## src/rtl/snn_lif_pkg.sv

```systemverilog
// snn_lif_pkg: shared FSM states, Q8.8 constants and state-word field offsets for the LIF accumulator
package snn_lif_pkg;
  typedef enum logic [2:0] {IDLE, ACCUM, READ, CALC, WRITE} lif_state_t;
  localparam logic [15:0] V_REST = 16'h2000;
  localparam logic [15:0] Q_MAX = 16'h7FFF;
  localparam logic [15:0] Q_MIN = 16'h8000;
  localparam int V_LSB = 0;
  localparam int META_LSB = 16;
endpackage

```

## src/rtl/lif_state_update.sv

```systemverilog
// lif_state_update: combinational leak/add/saturate/threshold of one neuron state word (refractory via LIF_REFRACTORY_EN)
module lif_state_update import snn_lif_pkg::*; #(
  parameter int ACC_WIDTH = 20,
  parameter int LEAK_SHIFT = 4,
  parameter int ACC_SHIFT = 0,
  parameter logic [15:0] THRESHOLD = 16'h4000,
  parameter logic [15:0] V_RESET = V_REST
) (
  input  logic [17:0]                 rdata,
  input  logic signed [ACC_WIDTH-1:0] acc,
  output logic [17:0]                 wdata,
  output logic                        spike
);
  logic signed [15:0] v;
  logic [1:0] meta;
  logic signed [23:0] v24, a24, vn;
  logic [15:0] vs;
  logic fire;
  always_comb begin
    v = rdata[V_LSB +: 16];
    meta = rdata[META_LSB +: 2];
    v24 = {{8{v[15]}}, v};
    a24 = {{(24-ACC_WIDTH){acc[ACC_WIDTH-1]}}, acc};
    vn = v24 - (v24 >>> LEAK_SHIFT) + (a24 >>> ACC_SHIFT);
    vs = vn > 24'sh007FFF ? Q_MAX : vn < 24'shFF8000 ? Q_MIN : vn[15:0];
    fire = $signed(vs) >= $signed(THRESHOLD);
    wdata = {meta, fire ? V_RESET : vs};
    spike = fire;
`ifdef LIF_REFRACTORY_EN
    if (meta != 2'b00) begin
      wdata = {meta - 2'b01, v};
      spike = 1'b0;
    end else if (fire)
      wdata[META_LSB +: 2] = 2'b11;
`endif
  end
endmodule

```

## src/rtl/bit_serial_lif_accumulator.sv

```systemverilog
// bit_serial_lif_accumulator: gated bit-serial weight accumulation plus one LIF read-modify-write per group
// Optional refractory countdown in the meta field is enabled by defining LIF_REFRACTORY_EN.
module bit_serial_lif_accumulator import snn_lif_pkg::*; #(
  parameter int NUM_STREAMS = 9,
  parameter int WEIGHT_WIDTH = 8,
  parameter int ACC_WIDTH = 20,
  parameter int STATE_ADDR_WIDTH = 11,
  parameter int LEAK_SHIFT = 4,
  parameter int ACC_SHIFT = 0,
  parameter logic [15:0] THRESHOLD = 16'h4000,
  parameter logic [15:0] V_RESET = V_REST
) (
  input  logic                        clk,
  input  logic                        rst,
  input  logic                        start,
  input  logic [STATE_ADDR_WIDTH-1:0] neuron_addr,
  input  logic [NUM_STREAMS-1:0]      spike_mask,
  input  logic                        stream_valid,
  input  logic [NUM_STREAMS-1:0]      bit_streams,
  input  logic                        last_weight,
  output logic                        busy,
  output logic                        a_we,
  output logic [STATE_ADDR_WIDTH-1:0] a_addr,
  output logic [17:0]                 a_wdata,
  input  logic [17:0]                 a_rdata,
  output logic                        spike_valid,
  output logic                        spike,
  output logic [STATE_ADDR_WIDTH-1:0] spike_addr,
  output logic                        frame_err
);
  localparam int CW = $clog2(WEIGHT_WIDTH);
  localparam int PW = $clog2(NUM_STREAMS + 1);
  localparam logic [CW-1:0] MSB = CW'(WEIGHT_WIDTH - 1);
  lif_state_t state, next;
  logic [STATE_ADDR_WIDTH-1:0] addr;
  logic signed [ACC_WIDTH-1:0] acc, acc_next, mag, term;
  logic [CW-1:0] bit_cnt, cnt_next;
  logic [PW-1:0] pop;
  logic [NUM_STREAMS-1:0] gated;
  logic [17:0] wdata_r, upd_wdata;
  logic spike_r, upd_spike;
  always_comb begin
    gated = bit_streams & spike_mask;
    pop = '0;
    for (int i = 0; i < NUM_STREAMS; i++) pop = pop + PW'(gated[i]);
  end
  // the weight MSB carries negative significance in two's complement
  assign mag = ACC_WIDTH'(pop) << bit_cnt;
  assign term = bit_cnt == MSB ? -mag : mag;
  assign acc_next = stream_valid ? acc + term : acc;
  assign cnt_next = !stream_valid ? bit_cnt : bit_cnt == MSB ? '0 : bit_cnt + 1'b1;
  always_comb begin
    next = state;
    case (state)
      IDLE:    next = start ? ACCUM : IDLE;
      ACCUM:   next = last_weight ? READ : ACCUM;
      READ:    next = CALC;
      CALC:    next = WRITE;
      default: next = IDLE;
    endcase
  end
  always_ff @(posedge clk) state <= rst ? IDLE : next;
  always_ff @(posedge clk) begin
    if (rst) begin
      addr <= '0;
      acc <= '0;
      bit_cnt <= '0;
      frame_err <= 1'b0;
      wdata_r <= '0;
      spike_r <= 1'b0;
    end else begin
      frame_err <= state == ACCUM && last_weight && cnt_next != '0;
      if (state == IDLE && start) begin
        addr <= neuron_addr;
        acc <= '0;
        bit_cnt <= '0;
      end
      if (state == ACCUM) begin
        acc <= acc_next;
        bit_cnt <= cnt_next;
      end
      if (state == CALC) begin
        wdata_r <= upd_wdata;
        spike_r <= upd_spike;
      end
    end
  end
  lif_state_update #(
    .ACC_WIDTH(ACC_WIDTH), .LEAK_SHIFT(LEAK_SHIFT), .ACC_SHIFT(ACC_SHIFT),
    .THRESHOLD(THRESHOLD), .V_RESET(V_RESET)
  ) u_update (
    .rdata(a_rdata), .acc(acc), .wdata(upd_wdata), .spike(upd_spike)
  );
  assign busy = state inside {ACCUM, READ, CALC};
  assign a_we = state == WRITE;
  assign a_addr = addr;
  assign a_wdata = wdata_r;
  assign spike_valid = a_we;
  assign spike = a_we & spike_r;
  assign spike_addr = addr;
endmodule

```

## config.mk

```make
export PLATFORM = sky130hd
export DESIGN_NAME = bit_serial_lif_accumulator
export DESIGN_NICKNAME = d
export VERILOG_FILES = /design/src/rtl/snn_lif_pkg.sv /design/src/rtl/lif_state_update.sv /design/src/rtl/bit_serial_lif_accumulator.sv
export SDC_FILE = /design/constraint.sdc
export NUM_CORES = 1
export LEC_CHECK = 0
export CAP_MARGIN = 15
export CELL_PAD_IN_SITES_DETAIL_PLACEMENT = 1
export CELL_PAD_IN_SITES_GLOBAL_PLACEMENT = 2
export CORE_ASPECT_RATIO = 0.9
export CORE_MARGIN = 8
export CORE_UTILIZATION = 33
export CTS_CLUSTER_SIZE = 16
export DETAILED_ROUTE_END_ITERATION = 10
export PLACE_DENSITY_LB_ADDON = 0.1
export SETUP_SLACK_MARGIN = 0.2
export SKIP_LAST_GASP = 1
export SLEW_MARGIN = 20
export SYNTH_ARGS = -nofsm -noshare
export SYNTH_HDL_FRONTEND = slang
export SYNTH_SLANG_ARGS = --single-unit
```

## constraint.sdc

```tcl
create_clock -name clk -period 15.55 [get_ports clk]
set_input_delay 3.11 -clock clk [delete_from_list [all_inputs] [get_ports clk]]
set_output_delay 3.11 -clock clk [all_outputs]
set_load 0.005 [all_outputs]
```

======== After elaboration in Yosys (flattened, before gate mapping) ========
Index checks and enable logic that the tools add are counted.
word-level totals
  output and inout bits ................... 45
  register bits ........................... 57
cells by class
  shifts and indexed selects .............. 1
  $lt $le $gt $ge ......................... 3
  equality and inequality tests ........... 6
  bitwise operators ....................... 2
  add/sub/neg operators ................... 13
  reduce and logical (&&, ||, !) cells .... 8
  mux-type cells .......................... 14
operator list
  kind                                                                            number
  20-bit two-way mux                                                              4
  16-bit two-way mux                                                              3
  24-bit by 16-bit > comparator with 1-bit output, second input constant          1
  24-bit by 16-bit less-than comparator with 1-bit output, second input constant  1
  17-bit by 20-bit adder with 21-bit output                                       1
  20-bit adder                                                                    1
  4-bit by 1-bit adder with 4-bit output                                          5
  20-bit negator                                                                  1
  4-bit by 3-bit << shifter with 20-bit output                                    1
  16-bit by 12-bit subtractor with 17-bit output                                  1
  16-bit greater-or-equal comparator, second input constant                       1
  3-bit two-way mux                                                               4
  3-bit one-hot mux with 4 select lines                                           1
  9-bit bitwise AND                                                               1
  3-bit by 2-bit == test with 1-bit output, second input constant                 2
  3-bit == test, second input constant                                            2
  3-bit nonzero test                                                              2
  3-bit by 1-bit adder with 4-bit output                                          1
  2-bit by 1-bit adder with 3-bit output                                          1
  3-bit by 1-bit adder with 3-bit output, second input constant                   1
  3-bit by 1-bit == test with 1-bit output, second input constant                 1
  1-bit logical AND                                                               3
  3-bit zero test                                                                 1
  1-bit by 1-bit adder with 2-bit output                                          1
  6 further kinds                                                                 6

======== Longest topological paths before layout ========
  depth in word-level cells ............... 15
  mapped depth ............................ 26
  gate-level depth less buffers ........... 26

======== Hierarchy ========
A second synthesis with hierarchy kept.
unflattened totals
  cells, all modules ...................... 766
  area total of the unflattened synthesis .. 5864.4 µm²
by module, submodules not included
  module                      times used  seq. area each (µm²)  area each (µm²)  cells an instance
  bit_serial_lif_accumulator  1           1141.1                3786.1           487
  lif_state_update            1           0.0                   2078.2           279

======== Worst setup path before layout ========
Ideal clock, no wire load.
  path type ............................... in2reg
  from .................................... input port bit_streams[0]
  to ...................................... register acc[18]
  setup slack ............................. 6429 ps
  library setup time ...................... 133 ps
  cell stages on the path ................. 26
  data arrival time ....................... 8988 ps
  path buffers ............................ 0
  cells stage by stage .................... nand2_1 > fa_1 > fa_1 > inv_1 > fa_1 > fa_1 > inv_1 > fa_1 > or3b_2 > o211a_1 > o2bb2ai_2 > nor4b_4 > and2_1 > nand2_1 > nand2_1 > xnor2_1 > ha_1 > nand2_1 > or3b_2 > o21ai_0 > a211oi_1 > o31ai_1 > a21oi_1 > nor2_1 > mux2i_1 > a31oi_1
between the ends
  cells in the longest elaborated chain, start to end .. 15
ends and longest elaborated chain
  what                                                    line                              text
  start: declaration                                      bit_serial_lif_accumulator.sv:19  input logic [NUM_STREAMS-1:0] bit_streams,
  9-bit bitwise AND *                                     bit_serial_lif_accumulator.sv:43  gated = bit_streams & spike_mask;
  1-bit by 1-bit adder with 2-bit output *                bit_serial_lif_accumulator.sv:45  for (int i = 0; i < NUM_STREAMS; i++) pop = pop + PW'(gated[i]);
  2-bit by 1-bit adder with 3-bit output *                bit_serial_lif_accumulator.sv:45
  3-bit by 1-bit adder with 4-bit output *                bit_serial_lif_accumulator.sv:45
  4-bit by 1-bit adder with 4-bit output * (5 in series)  bit_serial_lif_accumulator.sv:45
  4-bit by 3-bit << shifter with 20-bit output *          bit_serial_lif_accumulator.sv:48  assign mag = ACC_WIDTH'(pop) << bit_cnt;
  20-bit negator                                          bit_serial_lif_accumulator.sv:49  assign term = bit_cnt == MSB ? -mag : mag;
  20-bit two-way mux *                                    bit_serial_lif_accumulator.sv:49
  20-bit adder *                                          bit_serial_lif_accumulator.sv:50  assign acc_next = stream_valid ? acc + term : acc;
  20-bit two-way mux *                                    bit_serial_lif_accumulator.sv:50
  20-bit two-way mux *                                    bit_serial_lif_accumulator.sv:78  if (state == ACCUM) begin
  end signal: assignment                                  bit_serial_lif_accumulator.sv:79  acc <= acc_next;
  end: declaration                                        bit_serial_lif_accumulator.sv:36  logic signed [ACC_WIDTH-1:0] acc, acc_next, mag, term;
Every way passes the cells marked *; elsewhere a longest branch is shown, timed or not. The select of a mux whose other input is x is not followed.
A chain may end at the register's enable or synchronous reset.

======== Final worst setup path ========
  from .................................... input port bit_streams[0]
  to ...................................... register acc[19]
The elaborated chain is that of the path after synthesis.

==> out/metrics.csv <==
metric,value,unit
vias,4971,
antenna_cells,0,
cts_buffers,9,
post_drt_wl_per_cell,15.81,um
final_cell_mix,"clkdlybuf4s50_1 (96), inv_1 (89), nand2_1 (84)",
drv_cap,0,
end_kind,flop,
die_width,150.1,um
slew_headroom,38.61,%
die-area,20510,sq um
yosysUniqueCellTypes,61,
crit_type,input pin to flop,
synth_edf_count,0,
cellPowerDensity,78.41,nW/um^2
post_drt_via_cell_ratio,5.078,
required,15760,ps
path_max_fanout,10,
postRouteAntennaNets,0,
path_clk_slew,50,ps
port_buffers,96,
rsz0062_at_grt,false,
htreeDepth,3,
dpl.hpwl,12430,um
tritoncts,yes,
avgSynthCellArea,7.684,sq um
die_y,136.7,um
dp.cells,963,
postCtsSetupBuffers,0,
cp.arrival,10060,ps
area_growth,26.27,%
setup_viol,0,
nets,886,
dr.pass1.iters,4,
synth_top_area_cell,dfxtp_1,
leakage,0.002903,uW
timing.setup.tns,0,ps
drt_iter0_markers,166,
synth.cell_area,5340,sq um
grt_max_degree,44,
worst_slew_pin_slew,916.9,ps
critPathLaunchType,input pin,
mostFrequentLayoutCell,clkdlybuf4s50_1,
clock_path_buffers,2,
fmax,0.1015,GHz
cts.hold.buffers_added,0,
synth_ff_type,dfxtp_1,
post-route-util,42.23,%
peakVddDrop,0.05329,mV
grtUsageTotal,15.28,%
clk_latency,350,ps
clock-root-buffer,clkbuf_16,
ys_ff_latch,57,
fin_skew,8.259,ps
stdcell_count,979,
first_global_vias,5156,
drc,0,
cts_resized,0,
syn_nets,814,
grt_pass1_wl,25340,um
floorplan.initialDensity,33.45,%
ys_seq_area_share,21.37,%
synth_top_area_share,21.37,%
wl,15470,um
period_needed,9855,ps
finalHoldViolCount,0,
core,15970,sq um
place.gp.congestion,0.8499,
grt-ovfl-total,0,
drive_gt1_share,4.922,%
cts.sinks,57,
fin_crit_sh,63.38,%
ys_warn_count,0,
status,finished clean,
async_reset_ff_share,0,%
power.total,528.7,uW
num_rows,44,
postSynthCellCount,695,
slew_viol_final,0,
worstHoldPathType,flop to flop,
antenna_found_initial,0,
whs,453.8,ps
ys_top_cells_by_area,"dfxtp_1 (21%), ha_1 (11%), fa_1 (7.9%)",
io_pins,97,
-- synth_stat cells (all sizes together), types with 3 or more instances --
cell / n
a41oi: 9
nand3b: 7
o21ai: 27
or2: 4
nand3: 23
dfxtp: 57
o211ai: 9
a21o: 15
o21a: 3
nor3: 11
fa: 21
inv: 90
nor2: 45
and3: 7
o21bai: 4
o31ai: 16
mux2i: 9
or3: 3
and2: 9
ha: 46
buf: 15
nor2b: 8
clkbuf: 23
xor2: 14
a31oi: 12
a211oi: 10
xnor2: 22
nand2b: 10
o22ai: 3
nand2: 84
a21oi: 54
-- sequential cells by signal, indices dropped and copies added, names as in the netlist --
register and cells:
acc 20, a_addr 11, a_wdata 18, spike_r 1, frame_err 1, state 3, bit_cnt 3
-- power by group --
group	total, uW	internal (uW)	switching, uW	leakage, uW
Sequential	154	150	3.81	0.000461
Combinational	151	67.7	83.3	0.00228
Clock	224	148	75.9	0.000162
Total	529	366	163	0.00290
-- cell type report --
class                   count  area [sq um]
fillers                  1946          9223
inverters                  90         337.8
clock buffers              11         252.7
repair buffers             99         983.4
well taps                 207         259.0
flip-flops and latches     57          1141
clock inverters             5         77.57
multi-input cells         510          3691
-- worst max-delay path: stages --
cell and delay [ps]:
clkdlybuf4s50_1 460, nand2_1 80, fa_1 520, fa_1 560
inv_1 60, fa_1 560, fa_1 200, inv_1 70
fa_1 550, nor2_1 90, or2_2 310, o221a_4 280
nor4b_4 530, and2_1 230, nand2_1 70, o21ai_0 220
a21oi_1 100, o22ai_1 170, ha_1 310, and3_1 170
a21oi_1 150, o21ai_0 160, a211oi_1 430, nor4_1 90
and4bb_1 280, mux2i_1 200, a21oi_1 80
-- path summary, 6_finish.rpt --
kind,from,to,slack (ps),cells past startpoint
hold reg to reg,a_wdata[5]$_SDFFE_PP0P_,a_wdata[5]$_SDFFE_PP0P_,450,2
hold / removal,a_wdata[5]$_SDFFE_PP0P_,a_wdata[5]$_SDFFE_PP0P_,450,2
setup reg to reg,bit_cnt[0]$_SDFFE_PP0P_,acc[19]$_SDFFE_PP0P_,10860,18
setup / recovery,bit_streams[0],acc[19]$_SDFFE_PP0P_,5690,27
-- per-layer routing --
layer  part of all wire (%)  up-vias  GRT usage [%]
met5                      0        -              0
met2                     48       56          25.75
li1                       -     2511              -
met3                    3.2        9          3.372
met1                     48     2395          19.18
met4                   0.99        0          4.493
-- kinds of logic (layout without fill, tap and decap cells) --
kind of cell	count (synthesis)	after routing	share of synthesized area, %
mux	9	9	1.687
xor+xnor	36	36	6.045
buf+inv	128	205	9.911
compound gates	174	174	21.84
fa+ha+maj	67	67	18.65
flops	57	57	21.37
simple gates	224	224	20.50
-- stage by stage --
step / cell area (sq um) / worst slack (ps)
after floorplan: 5340 / 6429
after global placement: 6397 / 5584
after detailed placement: 6401 / 5342
after CTS: 6731 / 5655
after global routing: 6743 / 5209
final: 6743 / 5695
Power figures use the tool's default switching activity.
